===== config.mk =====
export PLATFORM = sky130hd
export DESIGN_NAME = rx_packet_parser_flat
export DESIGN_NICKNAME = d
export VERILOG_FILES = /design/src/rtl/rx_packet_parser_if.sv /design/src/rtl/rx_packet_parser.sv /design/src/flat_wrapper.sv
export SDC_FILE = /design/constraint.sdc
export NUM_CORES = 1
export LEC_CHECK = 0
export ABC_AREA = 0
export BUFFER_PORTS_ARGS = -buffer_cell sky130_fd_sc_hd__buf_2
export CAP_MARGIN = 20
export CORE_ASPECT_RATIO = 0.6
export CORE_MARGIN = 2
export CORE_UTILIZATION = 52
export CTS_CLUSTER_SIZE = 14
export DETAILED_ROUTE_END_ITERATION = 12
export PLACE_DENSITY_LB_ADDON = 0.08
export SLEW_MARGIN = 30
export SYNTH_ARGS = -nofsm -noshare
export SYNTH_HDL_FRONTEND = slang
export SYNTH_SLANG_ARGS = --single-unit
export TNS_END_PERCENT = 50

===== constraint.sdc =====
create_clock -name clk -period 2 [get_ports clk]
set_clock_uncertainty 0.15 [all_clocks]
set_input_delay 0.1 -clock clk [delete_from_list [all_inputs] [get_ports clk]]
set_output_delay 0.1 -clock clk [all_outputs]
set_load 0.01 [all_outputs]

===== src/rtl/rx_packet_parser_if.sv =====
// rx_packet_parser_if
//   Packet output channel of the receive framing stage (valid/ready).
//   master : producer side (drives the packet fields and pkt_valid, samples pkt_ready)
//   slave  : consumer side (samples the packet fields and pkt_valid, drives pkt_ready)
//   pkt_cmd     8        command byte of the presented packet
//   pkt_len     4        payload length of the presented packet
//   pkt_payload 8*MAX_LEN payload, byte i at [8i+7:8i], bytes >= pkt_len are 0
//   pkt_valid   1        packet available
//   pkt_ready   1        consumer accepts the packet
interface rx_packet_parser_if #(
  parameter int MAX_LEN = 8
);
  logic [7:0]           pkt_cmd;
  logic [3:0]           pkt_len;
  logic [8*MAX_LEN-1:0] pkt_payload;
  logic                 pkt_valid;
  logic                 pkt_ready;

  modport master (
    output pkt_cmd, pkt_len, pkt_payload, pkt_valid,
    input  pkt_ready
  );

  modport slave (
    input  pkt_cmd, pkt_len, pkt_payload, pkt_valid,
    output pkt_ready
  );
endinterface


===== src/rtl/rx_packet_parser.sv =====
// rx_packet_parser
//   Byte-level framing stage behind the UART receiver. Assembles
//   SYNC, CMD, LEN, payload[LEN], CSUM frames (CSUM = CMD ^ LEN ^ payload)
//   and presents verified packets on a valid/ready channel. Errors are
//   reported as registered single-cycle pulses.
//   clk          system clock
//   reset_n      asynchronous active-low reset
//   rx_data      received byte
//   rx_valid     one-cycle strobe, rx_data holds a new byte
//   pkt          packet output channel (master modport)
//   err_checksum checksum mismatch, packet dropped
//   err_length   length byte > MAX_LEN, packet dropped
//   err_overrun  good packet dropped, output still occupied
//   err_timeout  inter-byte timeout, partial packet dropped
module rx_packet_parser #(
  parameter logic [7:0] SYNC_BYTE = 8'hA5,
  parameter int         MAX_LEN   = 8,
  parameter int         TIMEOUT   = 50000
) (
  input  logic                      clk,
  input  logic                      reset_n,
  input  logic [7:0]                rx_data,
  input  logic                      rx_valid,
  rx_packet_parser_if.master        pkt,
  output logic                      err_checksum,
  output logic                      err_length,
  output logic                      err_overrun,
  output logic                      err_timeout
);

  localparam logic [7:0]  MAX_LEN_B = 8'(MAX_LEN);
  localparam logic [15:0] TO_LAST   = 16'(TIMEOUT - 1);

  typedef enum logic [2:0] {
    S_IDLE,
    S_CMD,
    S_LEN,
    S_PAYLOAD,
    S_CSUM
  } state_t;

  state_t               state;
  logic [7:0]           asm_cmd;
  logic [3:0]           asm_len;
  logic [8*MAX_LEN-1:0] asm_pay;
  logic [3:0]           idx;
  logic [7:0]           csum;
  logic [15:0]          to_cnt;

  always_ff @(posedge clk or negedge reset_n) begin
    if (!reset_n) begin
      state           <= S_IDLE;
      asm_cmd         <= '0;
      asm_len         <= '0;
      asm_pay         <= '0;
      idx             <= '0;
      csum            <= '0;
      to_cnt          <= '0;
      pkt.pkt_cmd     <= '0;
      pkt.pkt_len     <= '0;
      pkt.pkt_payload <= '0;
      pkt.pkt_valid   <= 1'b0;
      err_checksum    <= 1'b0;
      err_length      <= 1'b0;
      err_overrun     <= 1'b0;
      err_timeout     <= 1'b0;
    end else begin
      err_checksum <= 1'b0;
      err_length   <= 1'b0;
      err_overrun  <= 1'b0;
      err_timeout  <= 1'b0;

      // Consumer handshake; a commit further down in this cycle overrides it.
      if (pkt.pkt_valid && pkt.pkt_ready) begin
        pkt.pkt_valid <= 1'b0;
      end

      // Inter-byte silence counter, only meaningful while inside a frame.
      if (rx_valid || state == S_IDLE) begin
        to_cnt <= '0;
      end else begin
        to_cnt <= to_cnt + 16'd1;
      end

      // A byte arriving on the expiry cycle wins over the timeout.
      if (!rx_valid && state != S_IDLE && to_cnt == TO_LAST) begin
        state       <= S_IDLE;
        to_cnt      <= '0;
        err_timeout <= 1'b1;
      end else if (rx_valid) begin
        case (state)
          S_IDLE: begin
            if (rx_data == SYNC_BYTE) begin
              state <= S_CMD;
            end
          end
          S_CMD: begin
            asm_cmd <= rx_data;
            asm_pay <= '0;
            csum    <= rx_data;
            state   <= S_LEN;
          end
          S_LEN: begin
            if (rx_data > MAX_LEN_B) begin
              err_length <= 1'b1;
              state      <= S_IDLE;
            end else begin
              asm_len <= rx_data[3:0];
              csum    <= csum ^ rx_data;
              idx     <= '0;
              state   <= (rx_data == 8'd0) ? S_CSUM : S_PAYLOAD;
            end
          end
          S_PAYLOAD: begin
            for (int i = 0; i < MAX_LEN; i++) begin
              if (idx == 4'(i)) begin
                asm_pay[8*i +: 8] <= rx_data;
              end
            end
            csum <= csum ^ rx_data;
            idx  <= idx + 4'd1;
            if (idx == asm_len - 4'd1) begin
              state <= S_CSUM;
            end
          end
          S_CSUM: begin
            state <= S_IDLE;
            if (rx_data != csum) begin
              err_checksum <= 1'b1;
            end else if (!pkt.pkt_valid || pkt.pkt_ready) begin
              pkt.pkt_cmd     <= asm_cmd;
              pkt.pkt_len     <= asm_len;
              pkt.pkt_payload <= asm_pay;
              pkt.pkt_valid   <= 1'b1;
            end else begin
              err_overrun <= 1'b1;
            end
          end
          default: state <= S_IDLE;
        endcase
      end
    end
  end

endmodule


===== src/flat_wrapper.sv =====
// flat-port wrapper written by rule: the top's interface ports become plain ports
module rx_packet_parser_flat 
#(
  parameter logic [7:0] SYNC_BYTE = 8'hA5,
  parameter int         MAX_LEN   = 8,
  parameter int         TIMEOUT   = 50000
)
  (clk, reset_n, rx_data, rx_valid, err_checksum, err_length, err_overrun, err_timeout, pkt_pkt_cmd, pkt_pkt_len, pkt_pkt_payload, pkt_pkt_valid, pkt_pkt_ready);
  rx_packet_parser_if #(.MAX_LEN(MAX_LEN)) pkt_i ();
  input  logic clk;
  input  logic reset_n;
  input  logic [7:0] rx_data;
  input  logic rx_valid;
  output logic err_checksum;
  output logic err_length;
  output logic err_overrun;
  output logic err_timeout;
  output wire logic [$bits(pkt_i.pkt_cmd)-1:0] pkt_pkt_cmd;
  output wire logic [$bits(pkt_i.pkt_len)-1:0] pkt_pkt_len;
  output wire logic [$bits(pkt_i.pkt_payload)-1:0] pkt_pkt_payload;
  output wire logic [$bits(pkt_i.pkt_valid)-1:0] pkt_pkt_valid;
  input wire logic [$bits(pkt_i.pkt_ready)-1:0] pkt_pkt_ready;
  assign pkt_pkt_cmd = pkt_i.pkt_cmd;
  assign pkt_pkt_len = pkt_i.pkt_len;
  assign pkt_pkt_payload = pkt_i.pkt_payload;
  assign pkt_pkt_valid = pkt_i.pkt_valid;
  assign pkt_i.pkt_ready = pkt_pkt_ready;
  rx_packet_parser #(.SYNC_BYTE(SYNC_BYTE), .MAX_LEN(MAX_LEN), .TIMEOUT(TIMEOUT)) u_core (.clk(clk), .reset_n(reset_n), .rx_data(rx_data), .rx_valid(rx_valid), .pkt(pkt_i), .err_checksum(err_checksum), .err_length(err_length), .err_overrun(err_overrun), .err_timeout(err_timeout));
endmodule

Word level (Yosys, flattened, before mapping)

Cells that the tools add are included.

Reduce and logical (&&, ||, !) cells: 29
Add/sub/neg operators: 3
Order comparisons: 1
Muxes and demuxes: 42
Bitwise operators: 4
Equality and inequality tests: 26

Operator list:

| cell                    | count |
|---|---|
| $pmux W64 S2            | 1 |
| $mux W8                 | 9 |
| $reduce_and A4 Y1       | 11 |
| $mux W16                | 2 |
| $pmux W8 S3             | 1 |
| $mux W1                 | 20 |
| $mux W3                 | 6 |
| $add A16 B1 Y16 const B | 1 |
| $eq A16 B16 Y1 const B  | 1 |
| $eq A4 B3 Y1 const B    | 4 |
| $ne A2 B1 Y1 const B    | 8 |
| $pmux W3 S4             | 1 |
| $eq A4 B2 Y1 const B    | 2 |
| $eq A8 B8 Y1 const B    | 1 |
| $gt A8 B4 Y1 const B    | 1 |
| $logic_not A8 Y1        | 1 |
| $ne A8 B8 Y1            | 1 |
| $pmux W4 S2             | 1 |
| $xor A8 B8 Y8           | 1 |
| $eq A3 B2 Y1 const B    | 2 |
| $reduce_and A3 Y1       | 2 |
| $reduce_bool A2 Y1      | 3 |
| $reduce_bool A3 Y1      | 2 |
| $reduce_and A5 Y1       | 1 |
| 16 further kinds        | 22 |

Output and inout port bits: 81
Word-level logic and storage cells: 127
Flip-flop bits (word level): 188

Longest topological paths before layout

Gate-level depths: netlist (run 1).

Depth in word-level cells: 7
Depth in mapped cells: 8
Mapped depth without buffers: 6

Least setup slack after synthesis (run 1)

OpenSTA, ideal clock, no wires.

Path type: register to register
From: register u_core.asm_len[0]
To: register u_core.state[1]
Arrival: 1656 ps
Cell stages (with the launch flop): 7
Required time: 1723 ps
Path slack: 67 ps
Cells stage by stage: dfrtp_1 > inv_1 > ha_1 > xnor2_1 > o41a_1 > or2_2 > mux2i_1

Word-level cells in the longest chain between the ends: 4

RTL lines:

| element                     | RTL line                | text |
|---|---|---|
| start, declared             | rx_packet_parser.sv:44  | `logic [3:0] asm_len;` |
| start signal, assigned      | rx_packet_parser.sv:108 | `asm_len <= rx_data[3:0];` |
| $sub A4 B1 Y4               | rx_packet_parser.sv:122 | `if (idx == asm_len - 4'd1) begin` |
| $eq A4 B4 Y1                | rx_packet_parser.sv:122 |  |
| $ne A3 B1 Y1 (no line)      | -                       |  |
| $reduce_and A3 Y1 (no line) | -                       |  |
| end signal, assigned        | rx_packet_parser.sv:111 | `state <= (rx_data == 8'd0) ? S_CSUM : S_PAYLOAD;` |
| end, declared               | rx_packet_parser.sv:42  | `state_t state;` |

No other way between the ends.
A chain may end at the register's enable or synchronous reset.

Worst setup path in the final report (run 1)

From: input port rx_data[1]
To: register u_core.pkt.pkt_payload[9]

Word-level cells in the longest chain between the ends: 3

RTL lines:

| element                     | RTL line                  | text |
|---|---|---|
| start, declared             | flat_wrapper.sv:12        | `input logic [7:0] rx_data;` |
| $ne A8 B8 Y1                | rx_packet_parser.sv:128   | `if (rx_data != csum) begin` |
| $not A1 Y1 (no line)        | -                         |  |
| $reduce_and A5 Y1 (no line) | -                         |  |
| end signal, assigned        | rx_packet_parser.sv:133   | `pkt.pkt_payload <= asm_pay;` |
| end, declared               | rx_packet_parser_if.sv:20 | `output pkt_cmd, pkt_len, pkt_payload, pkt_valid,` |

No other way between the ends.

==> results of run 1 <==
placed cells by master, fill, tap and decap left out, types with 7 or more instances in the layout:
| cell | count |
|---|---|
| o21ai_0 | 41 |
| o21ai_1 | 7 |
| mux2i_1 | 10 |
| nand4_1 | 7 |
| xnor2_1 | 17 |
| nand3b_1 | 7 |
| a21oi_1 | 16 |
| nand3_1 | 9 |
| clkbuf_16 | 18 |
| buf_2 | 88 |
| dlygate4sd3_1 | 11 |
| dfrtp_1 | 188 |
| mux2_2 | 108 |
| buf_4 | 39 |
| nor2_1 | 22 |
| xor2_1 | 9 |
| inv_1 | 7 |
| and3_1 | 14 |
| nand2_1 | 63 |
path summary, 6_finish.rpt:
| path | start | endpoint | depth (start not counted) |
|---|---|---|---|
| max | rx_data[1] | u_core.pkt.pkt_payload[9]$_DFFE_PN0P_ | 9 |
| min | reset_n | u_core.to_cnt[10]$_DFF_PN0_ | 2 |
| max reg2reg | u_core.csum[4]$_DFFE_PN0P_ | u_core.pkt.pkt_payload[9]$_DFFE_PN0P_ | 7 |
| min reg2reg | u_core.asm_pay[8]$_DFFE_PN0P_ | u_core.asm_pay[8]$_DFFE_PN0P_ | 2 |
| max in group asynchronous | reset_n | u_core.asm_cmd[3]$_DFFE_PN0P_ | 3 |
| min in group clk | u_core.asm_pay[8]$_DFFE_PN0P_ | u_core.asm_pay[8]$_DFFE_PN0P_ | 2 |
area by class of cell:
type / count / area [um^2]
fill: 1120 / 5120
sequential: 188 / 4700
multi-input combinational: 390 / 2980
timing repair buffer: 150 / 1040
clock buffer: 18 / 429
tap: 198 / 248
clock inverter: 13 / 129
inverter: 7 / 26.3
registers in the layout, indices dropped and copies added, names as in the netlist:
register	flops
u_core.pkt.pkt_cmd	8
u_core.err_timeout	1
u_core.to_cnt	16
u_core.idx	4
u_core.asm_len	4
u_core.err_length	1
u_core.asm_pay	64
u_core.err_checksum	1
u_core.err_overrun	1
u_core.asm_cmd	8
u_core.state	3
u_core.pkt.pkt_len	4
u_core.pkt.pkt_valid	1
u_core.pkt.pkt_payload	64
u_core.csum	8
cell families (layout without fill, tap and decap cells):
group | Yosys count | in the layout | share of synthesized area (%)
XOR/XNOR | 28 | 28 | 3.10
flip-flops | 188 | 188 | 59.6
multiplexers | 122 | 122 | 17.4
adder cells (fa/ha/maj) | 6 | 6 | 0.950
AND/OR/NAND/NOR | 153 | 153 | 9.87
AO/OA/AOI/OAI | 81 | 81 | 5.94
buffers and inverters | 41 | 188 | 3.17
power breakdown:
| group | internal [mW] | switching (mW) | leakage, nW | total, mW |
|---|---|---|---|---|
| Combinational | 1.11 | 1.27 | 2.05 | 2.37 |
| Clock | 1.64 | 1.55 | 0.267 | 3.19 |
| Sequential | 4.48 | 0.503 | 2.57 | 4.98 |
| Total | 7.23 | 3.32 | 4.88 | 10.5 |
critical path: stages:
cell and delay, ns:
dlygate4sd3_1 0.55, clkbuf_4 0.21, xnor2_1 0.15, nand4_1 0.18
nor2_2 0.14, nand3b_1 0.12, buf_6 0.19, buf_12 0.17
mux2_2 0.28
per-layer routing:
| layer | GRT usage [%] | vias to the layer above | routed length, um |
|---|---|---|---|
| met3 | 4.88 | 13 | 880 |
| met5 | 0 | - | 0 |
| met2 | 33.5 | 104 | 7840 |
| met1 | 33.7 | 2663 | 8590 |
| li1 | - | 2431 | - |
| met4 | 4.90 | 0 | 124 |
through the flow:
| step | power [mW] | instance area (um^2) |
|---|---|---|
| 2_1_floorplan | 6.47 | 7900 |
| 3_3_place_gp | 7.17 | 8720 |
| 3_5_place_dp | 7.28 | 8720 |
| 4_1_cts | 10.5 | 9440 |
| 5_1_grt | 11.1 | 9560 |
| 6_report | 10.5 | 9560 |
repair_timing:
item / 4_1_cts / 5_1_grt
cloned: 1 / 2
hold buffers: 11 / 0
endpoints found under the hold margin: 210 / 0
buffers inserted: 4 / 3
endpoints found under the setup margin: 76 / 123
pin swaps: 5 / 5
gates resized for setup: 1 / 22
==> results.txt, run 1 <==
run status: completed
largest net degree at the start of global routing: 51
ys async rst share: 100%
Non-Filler Instances: 964
fin nets: 772
Post-DRT Antenna Nets: 0
synthesis-to-finish area growth: 21.0%
Final Util: 65.1%
count leader, synth: dfrtp_1
slack of the critical path: 0.0504 ns
cell taking the most area after synthesis: dfrtp_1
worst slew pin tran: 0.493 ns
crit path time final: 1.95 ns
RSZ-0062 raised after global routing: yes
CTS Buffer Depth: 2
Rows: 34
port buffer count: 92
Post-synth EDFFs: 0
Ant. Diodes: 0
placed insts: 912
top cells by area, synth: dfrtp_1 (60%), mux2_2 (15%), nand2_1 (3.1%), o21ai_0 (3.0%), xnor2_1 (2.1%)
Sink Count: 188
Post-Syn Area: 7900 um^2
final setup fails: 0
Max VDD drop: 0.000652 V
Avg Cell Area, Syn: 12.8 um^2
CORE AREA: 14,700 um^2
initial detailed-routing violation count: 313
dominant synthesized flop cell: dfrtp_1
HPWL Detailed: 11,900 um
Post-Syn Instances: 619
IO Pins: 93
Max-Cap Viols: 0
Num CTS Buffers: 17
max frequency: 513 MHz
Routed WL: 17,400 um
CTS tree: yes
crit path launch type: input pin
Placement Setup Slack: -0.00924 ns
worst hold path class: in2async
DR vias/cell: 5.41
critical path class: in2reg
share of cells above drive strength 1: 39.8%
Synth top area share: 59.6%
Worst Setup End Kind: flip-flop
synth warn: 0
# DRC: 0
Min Hold Slack: 0.0468 ns
Pins Over Slew Limit: 0
global-route wire length before repair: 27,900 um
post-DR wirelength/cell: 18.1 um
full die area: 16,200 um^2
Final period util: 97.5%
crit-path max FO: 19
relative slew slack: 67.1%
critical path arrival: 2.10 ns
via count: 5,211
Final Hold Viols: 0
routability cong.: 0.846
Worst R2R Setup Slack: 0.06 ns
Distinct cells, synth: 46
Total Neg Setup Slack: 0 ns
Overall Global Routing Usage: 22.3%
H-tree depth: 4
Die Width: 163 um
PD cells: 1100 nW/um^2
sequential area share after synthesis: 59.6%
Initial Utilization: 53.8%
Seq cells post-synth: 188
Worst-Skew Late Latency: 0.42 ns
top cells by count, synth: dfrtp_1 (188), mux2_2 (108), nand2_1 (65)
Die Ht: 99.5 um
clock root cell: clkbuf_16
detailed-router iteration count before antenna repair: 4
Syn Nets: 637
clock slew seen by the registers of the worst setup and hold paths: 0.07 ns
via count of the first global-routing pass: 5,218
worst path required time: 2.15 ns
total grt overflow: 0
Pleak: 4.88 nW
initial antenna violation count: 0
(Power assumes the default switching activity.)
==> inputs of run 2 (changes only) <==
CORE_MARGIN = not set   (was 2)
REMOVE_ABC_BUFFERS = 1   (was not set)
==> results.txt, run 2 (synthesized netlist as in run 1, its figures left out) <==
overall power: 10.6 mW (+0.39%)
detailed-router iteration count before antenna repair: 4 (unchanged)
Max VDD drop: 0.000699 V (+7.3%)
largest net degree at the start of global routing: 135 (+160%)
hold-critical path depth: 2
routability cong.: 0.837 (-1.1%)
CTS Buffer Depth: 2 (unchanged)
Non-Filler Instances: 959 (-0.52%)
Worst Setup End Kind: flip-flop
# fillers: 1,128 (+0.71%)
RSZ-0062 raised after global routing: yes
via count of the first global-routing pass: 5,110 (-2.1%)
Rows: 34 (unchanged)
synthesis-to-finish area growth: 20.5%
CP cell instances: inv_1, ha_1, xnor2_1, o41a_1, or2_2, mux2i_1
biggest regs: u_core.asm_pay (64), u_core.pkt.pkt_payload (64), u_core.to_cnt (16)
port buffer count: 92 (unchanged)
Final Hold Viols: 0 (unchanged)
placed insts: 908 (-0.44%)
initial antenna violation count: 0 (unchanged)
relative slew slack: 51.4% (-16 points)
critical path class: reg2reg
IO Pins: 93 (unchanged)
post-DR wirelength/cell: 18.2 um (+0.85%)
Num CTS Buffers: 17 (unchanged)
worst hold path class: in2reg
crit path time final: 1.96 ns (+0.00625 ns)
Sink Count: 188 (unchanged)
PD cells: 1110 nW/um^2 (+0.76%)
run status: completed
critical path arrival: 2.10 ns (about the same)
Max-Cap Viols: 0 (unchanged)
DR vias/cell: 5.38 (-0.50%)
Final period util: 97.8% (+0.31 points)
CORE AREA: 14,700 um^2 (unchanged)
Overall Global Routing Usage: 22.5% (+0.16 points)
Die Ht: 97.5 um (-2.0%)
# DRC: 0 (unchanged)
most frequent cells in the layout: dfrtp_1 (185), mux2_2 (108), buf_2 (89)
worst slew pin tran: 0.729 ns (+0.236 ns)
global-route wire length before repair: 27,400 um (-1.6%)
total grt overflow: 0 (unchanged)
fin nets: 767 (-0.65%)
H-tree depth: 4 (unchanged)
commonest non-fill, non-tap cell in the layout: dfrtp_1
share of cells above drive strength 1: 39.7% (-0.13 points)
reg2reg path depth: 6 (-1)
Pleak: 4.85 nW (-0.52%)
Post-DRT Antenna Nets: 0 (unchanged)
final setup fails: 0 (unchanged)
Pins Over Slew Limit: 0 (unchanged)
clock root cell: clkbuf_16
Ant. Diodes: 0 (unchanged)
max frequency: 511 MHz (-0.32%)
Initial Utilization: 53.8% (unchanged)
CTS tree: yes
full die area: 15,700 um^2 (-3.2%)
crit path launch type: flip-flop
slowest stage cell, crit path: o41a_1
via count: 5,158 (-1.0%)
clock slew seen by the registers of the worst setup and hold paths: 0.07 ns (about the same)
Min Hold Slack: 0.0209 ns (-0.0260 ns)
crit-path max cell delay: 0.43 ns (-0.12 ns)
worst path required time: 2.14 ns (about the same)
HPWL Detailed: 11,400 um (-3.9%)
Worst-Skew Late Latency: 0.41 ns (about the same)
crit-path max FO: 2 (-17)
initial detailed-routing violation count: 279 (-11%)
Routed WL: 17,500 um (+0.33%)
Die Width: 161 um (-1.2%)
-- run 2: changes by cell type in the layout (fill, tap and decap cells not counted), sizes merged --
| cell | delta |
|---|---|
| clkinvlp | +1 |
| buf | -4 |
| clkbuf | -1 |
| clkinv | -2 |
| inv | +1 |
-- run 2: metal layers --
metal | vias up | global-route usage (%) | part of all wire, % | routed length (um)
met5 | - | 0 | 0 | 0
met4 | 0 | 4.93 | 0.65 | 114
met3 | 11 | 3.46 | 6.3 | 1110
met2 | 134 | 33.5 | 44 | 7750
met1 | 2598 | 34.7 | 49 | 8510
li1 | 2415 | - | - | -
-- run 2: final timing paths --
path | start | end | slack [ns]
worst max-delay path | u_core.asm_len[0]$_DFFE_PN0P_ | u_core.state[1]$_DFFE_PN0P_ | 0.04
worst min-delay path | rx_data[6] | u_core.asm_cmd[6]$_DFFE_PN0P_ | 0.02
worst max register to register | u_core.asm_len[0]$_DFFE_PN0P_ | u_core.state[1]$_DFFE_PN0P_ | 0.04
worst min register to register | u_core.asm_pay[13]$_DFFE_PN0P_ | u_core.asm_pay[13]$_DFFE_PN0P_ | 0.33
max in group asynchronous | reset_n | u_core.state[2]$_DFFE_PN0P_ | 0.94
min in group asynchronous | reset_n | u_core.asm_pay[48]$_DFFE_PN0P_ | 0.16
-- run 2: timing repair --
| action | CTS | global route |
|---|---|---|
| hold buffers | 11 | 0 |
| gates resized for setup | 0 | 23 |
| endpoints found under the setup margin | 0 | 126 |
| endpoints found under the hold margin | 207 | 0 |
| buffers inserted | 0 | 4 |
-- run 2: power by group --
| group | total [mW] | internal (mW) | switching [mW] |
|---|---|---|---|
| sequential | 4.98 | 4.48 | 0.493 |
| combinational | 2.43 | 1.13 | 1.30 |
| clock | 3.18 | 1.64 | 1.54 |
-- run 2: worst max-delay path, delay by kind of cell (launching register included) --
kind	cells	cell delay, ns
multiplexers	1	0.13
flip-flops	1	0.34
buffers and inverters	1	0.05
AO/OA/AOI/OAI	1	0.43
XOR/XNOR	1	0.13
AND/OR/NAND/NOR	1	0.31
adder cells (fa/ha/maj)	1	0.30
-- run 2: final cells by class --
type,instances,area [um^2],share of cell area [%]
inverters,7,26.3,0.276
clock buffers,18,429,4.51
multi-input cells,390,2990,31.4
repair buffers,145,996,10.5
flip-flops and latches,188,4710,49.5
clock inverters,13,128,1.34
well taps,198,248,2.60
-- run 2: through the flow --
step	worst slack, ns	utilization (%)	TNS (ns)	area, um^2
after CTS	0.0268	63.7	0	9340
after global routing	-0.0324	64.9	-0.897	9520
after floorplan	-1.68	-	-156.03	7680
after global placement	0.0645	59.1	0	8680
final	0.0442	64.9	0	9520
after detailed placement	0.0468	59.1	0	8680
==> inputs of run 3 (changes only) <==
CORE_ASPECT_RATIO = 1.5   (was 0.6)
clock period = 1.65 ns   (was 2 ns; I/O delays follow)
==> results.txt, run 3 (synthesized netlist as in run 1, its figures left out) <==
run status: finished, violations left
violated checks: negative setup slack
Die Width: 103 um (-36%)
post-DR wirelength/cell: 18.5 um (+1.3%)
placed insts: 969 (+6.7%)
HPWL Detailed: 12,100 um (+5.5%)
via count: 5,517 (+7.0%)
Comb pwr share: 30.5% (+7.5 points)
most frequent cells in the layout: dfrtp_1 (187), buf_2 (92), mux2_2 (81)
final setup fails: 143 (+143)
initial detailed-routing violation count: 176 (-37%)
initial antenna violation count: 0 (unchanged)
CP cell instances: xnor2_1, nand4_1, nor2_2, nand3b_1, buf_6, buf_12, mux2_2
clock slew seen by the registers of the worst setup and hold paths: 0.07 ns (about the same)
commonest non-fill, non-tap cell in the layout: dfrtp_1
clock root cell: clkbuf_16
largest net degree at the start of global routing: 63 (-53%)
global-route wire length before repair: 30,100 um (+9.8%)
critical path arrival: 2.21 ns (+0.11 ns)
Flop pwr share: 40.7% (-6.3 points)
Pins Over Slew Limit: 0 (unchanged)
Initial Utilization: 53.9% (+0.055 points)
Clock power frac: 28.7% (-1.3 points)
full die area: 15,700 um^2 (about the same)
biggest regs: u_core.asm_pay (64), u_core.pkt.pkt_payload (64), u_core.to_cnt (16)
H-tree depth: 4 (unchanged)
IO Pins: 93 (unchanged)
crit path time final: 2.05 ns (+0.0956 ns)
routability cong.: 0.851 (+1.7%)
CTS Buffer Depth: 2 (unchanged)
CORE AREA: 14,700 um^2 (-0.10%)
Post-DRT Antenna Nets: 0 (unchanged)
critical path class: reg2reg
Worst Setup End Kind: flip-flop
worst path required time: 1.81 ns (-0.33 ns)
Non-Filler Instances: 1,024 (+6.8%)
Die Ht: 153 um (+57%)
Rows: 54 (+59%)
Overall Global Routing Usage: 25.3% (+2.9 points)
port buffer count: 92 (unchanged)
Final Hold Viols: 0 (unchanged)
fin nets: 833 (+8.6%)
via count of the first global-routing pass: 5,891 (+15%)
CTS tree: yes
Ant. Diodes: 0 (unchanged)
crit path launch type: flip-flop
total grt overflow: 0 (unchanged)
worst slew pin tran: 0.380 ns (-0.348 ns)
Max VDD drop: 0.000847 V (+21%)
crit path buf inv count: 2 (+1)
switching share of power: 31.6% (+0.13 points)
# DRC: 0 (unchanged)
slowest stage cell, crit path: dfrtp_1
Routed WL: 18,900 um (+8.1%)
Max-Cap Viols: 0 (unchanged)
Int Power: 10.2 mW (+40%)
Pleak: 5.44 nW (+12%)
Num CTS Buffers: 17 (unchanged)
worst hold path class: in2reg
PD cells: 1390 nW/um^2 (+25%)
DR vias/cell: 5.39 (+0.17%)
Final period util: 124% (+27 points)
Sink Count: 188 (unchanged)
Worst-Skew Late Latency: 0.43 ns (+0.02 ns)
Total Neg Setup Slack: -35.24 ns (-35.24 ns)
synthesis-to-finish area growth: 35.8%
slack of the critical path: -0.401 ns (-0.446 ns)
share of cells above drive strength 1: 50.2% (+11 points)
detailed-router iteration count before antenna repair: 4 (unchanged)
max frequency: 487 MHz (-4.7%)
RSZ-0062 raised after global routing: yes
crit-path max FO: 9 (+7)
cell class contributing the biggest share of worst-path delay: simple AND/OR/NAND/NOR gates
crit-path max cell delay: 0.42 ns (about the same)
relative slew slack: 74.6% (+23 points)
net switching power: 4.69 mW (+41%)
-- run 3: cell count changes in the layout (fill, tap and decap cells not counted), sizes merged --
cell | previous run | this run
buf | 131 | 199
clkinvlp | 3 | 1
bufinv | 0 | 2
clkinv | 4 | 5
dlygate4sd3 | 11 | 10
clkbuf | 21 | 20
-- run 3: repair_timing --
item                                    in CTS  in global routing
hold buffers                                10                  0
endpoints found under the hold margin      200                  0
buffers inserted                             8                  1
endpoints found under the setup margin     164                183
pin swaps                                   25                 22
resized for setup                           77                 90
cloned                                       6                  2
-- run 3: stage by stage --
step	utilization (%)	power, mW	area [um^2]	hold slack [ns]	setup slack, ns
floorplan	-	7.70	7680	-0.363	-2.03
global placement	63.4	9.38	9300	-0.140	-0.286
detailed placement	63.4	9.52	9300	-0.139	-0.340
CTS	70.9	14.3	10400	0.0135	-0.340
global route	73.2	15.6	10700	0.0276	-0.444
finish	73.2	14.9	10700	0.0227	-0.401
-- run 3: metal layers --
layer / wire length, um / track usage (%) / vias to the layer above
li1: - / - / 2554
met1: 7600 / 31.0 / 2802
met2: 10300 / 44.3 / 132
met3: 529 / 3.84 / 29
met4: 459 / 9.39 / 0
met5: 0 / 0 / -
-- run 3: worst paths after layout --
| check | startpoint | endpoint | slack (ns) | cells after the start |
|---|---|---|---|---|
| max reg2reg | u_core.csum[5]$_DFFE_PN0P_ | u_core.pkt.pkt_payload[48]$_DFFE_PN0P_ | -0.40 | 7 |
| min in group asynchronous | reset_n | u_core.pkt.pkt_payload[40]$_DFFE_PN0P_ | 0.51 | 3 |
| max | u_core.csum[5]$_DFFE_PN0P_ | u_core.pkt.pkt_payload[48]$_DFFE_PN0P_ | -0.40 | 7 |
| min reg2reg | u_core.asm_pay[27]$_DFFE_PN0P_ | u_core.asm_pay[27]$_DFFE_PN0P_ | 0.33 | 2 |
| min | rx_data[0] | u_core.asm_cmd[0]$_DFFE_PN0P_ | 0.02 | 4 |
| max in group asynchronous | reset_n | u_core.pkt.pkt_payload[57]$_DFFE_PN0P_ | 0.19 | 4 |
-- run 3: worst reg2reg max path, delay by kind of cell (launching register included) --
family	cells	cell delay [ns]
xor+xnor	1	0.17
buf+inv	2	0.38
mux	1	0.28
simple gates	3	0.52
flops	1	0.42
-- run 3: cell type report --
class / instances / area [um^2]
Clock inverter: 14 / 178
Fill cell: 1001 / 3940
Timing Repair Buffer: 211 / 1780
Clock buffer: 18 / 439
Sequential cell: 188 / 4710
Tap cell: 196 / 245
Multi-Input combinational cell: 390 / 3350
Inverter: 7 / 26.3
-- run 3: power groups by stage --
| stage | clock, mW | combinational (mW) | sequential [mW] |
|---|---|---|---|
| 2_1_floorplan | 0 | 1.71 | 5.98 |
| 4_1_cts | 4.33 | 4.03 | 5.98 |
| 5_1_grt | 4.51 | 4.92 | 6.14 |
| 6_report | 4.27 | 4.54 | 6.05 |
| 3_3_place_gp | 0 | 3.38 | 6.00 |
| 3_5_place_dp | 0 | 3.49 | 6.03 |
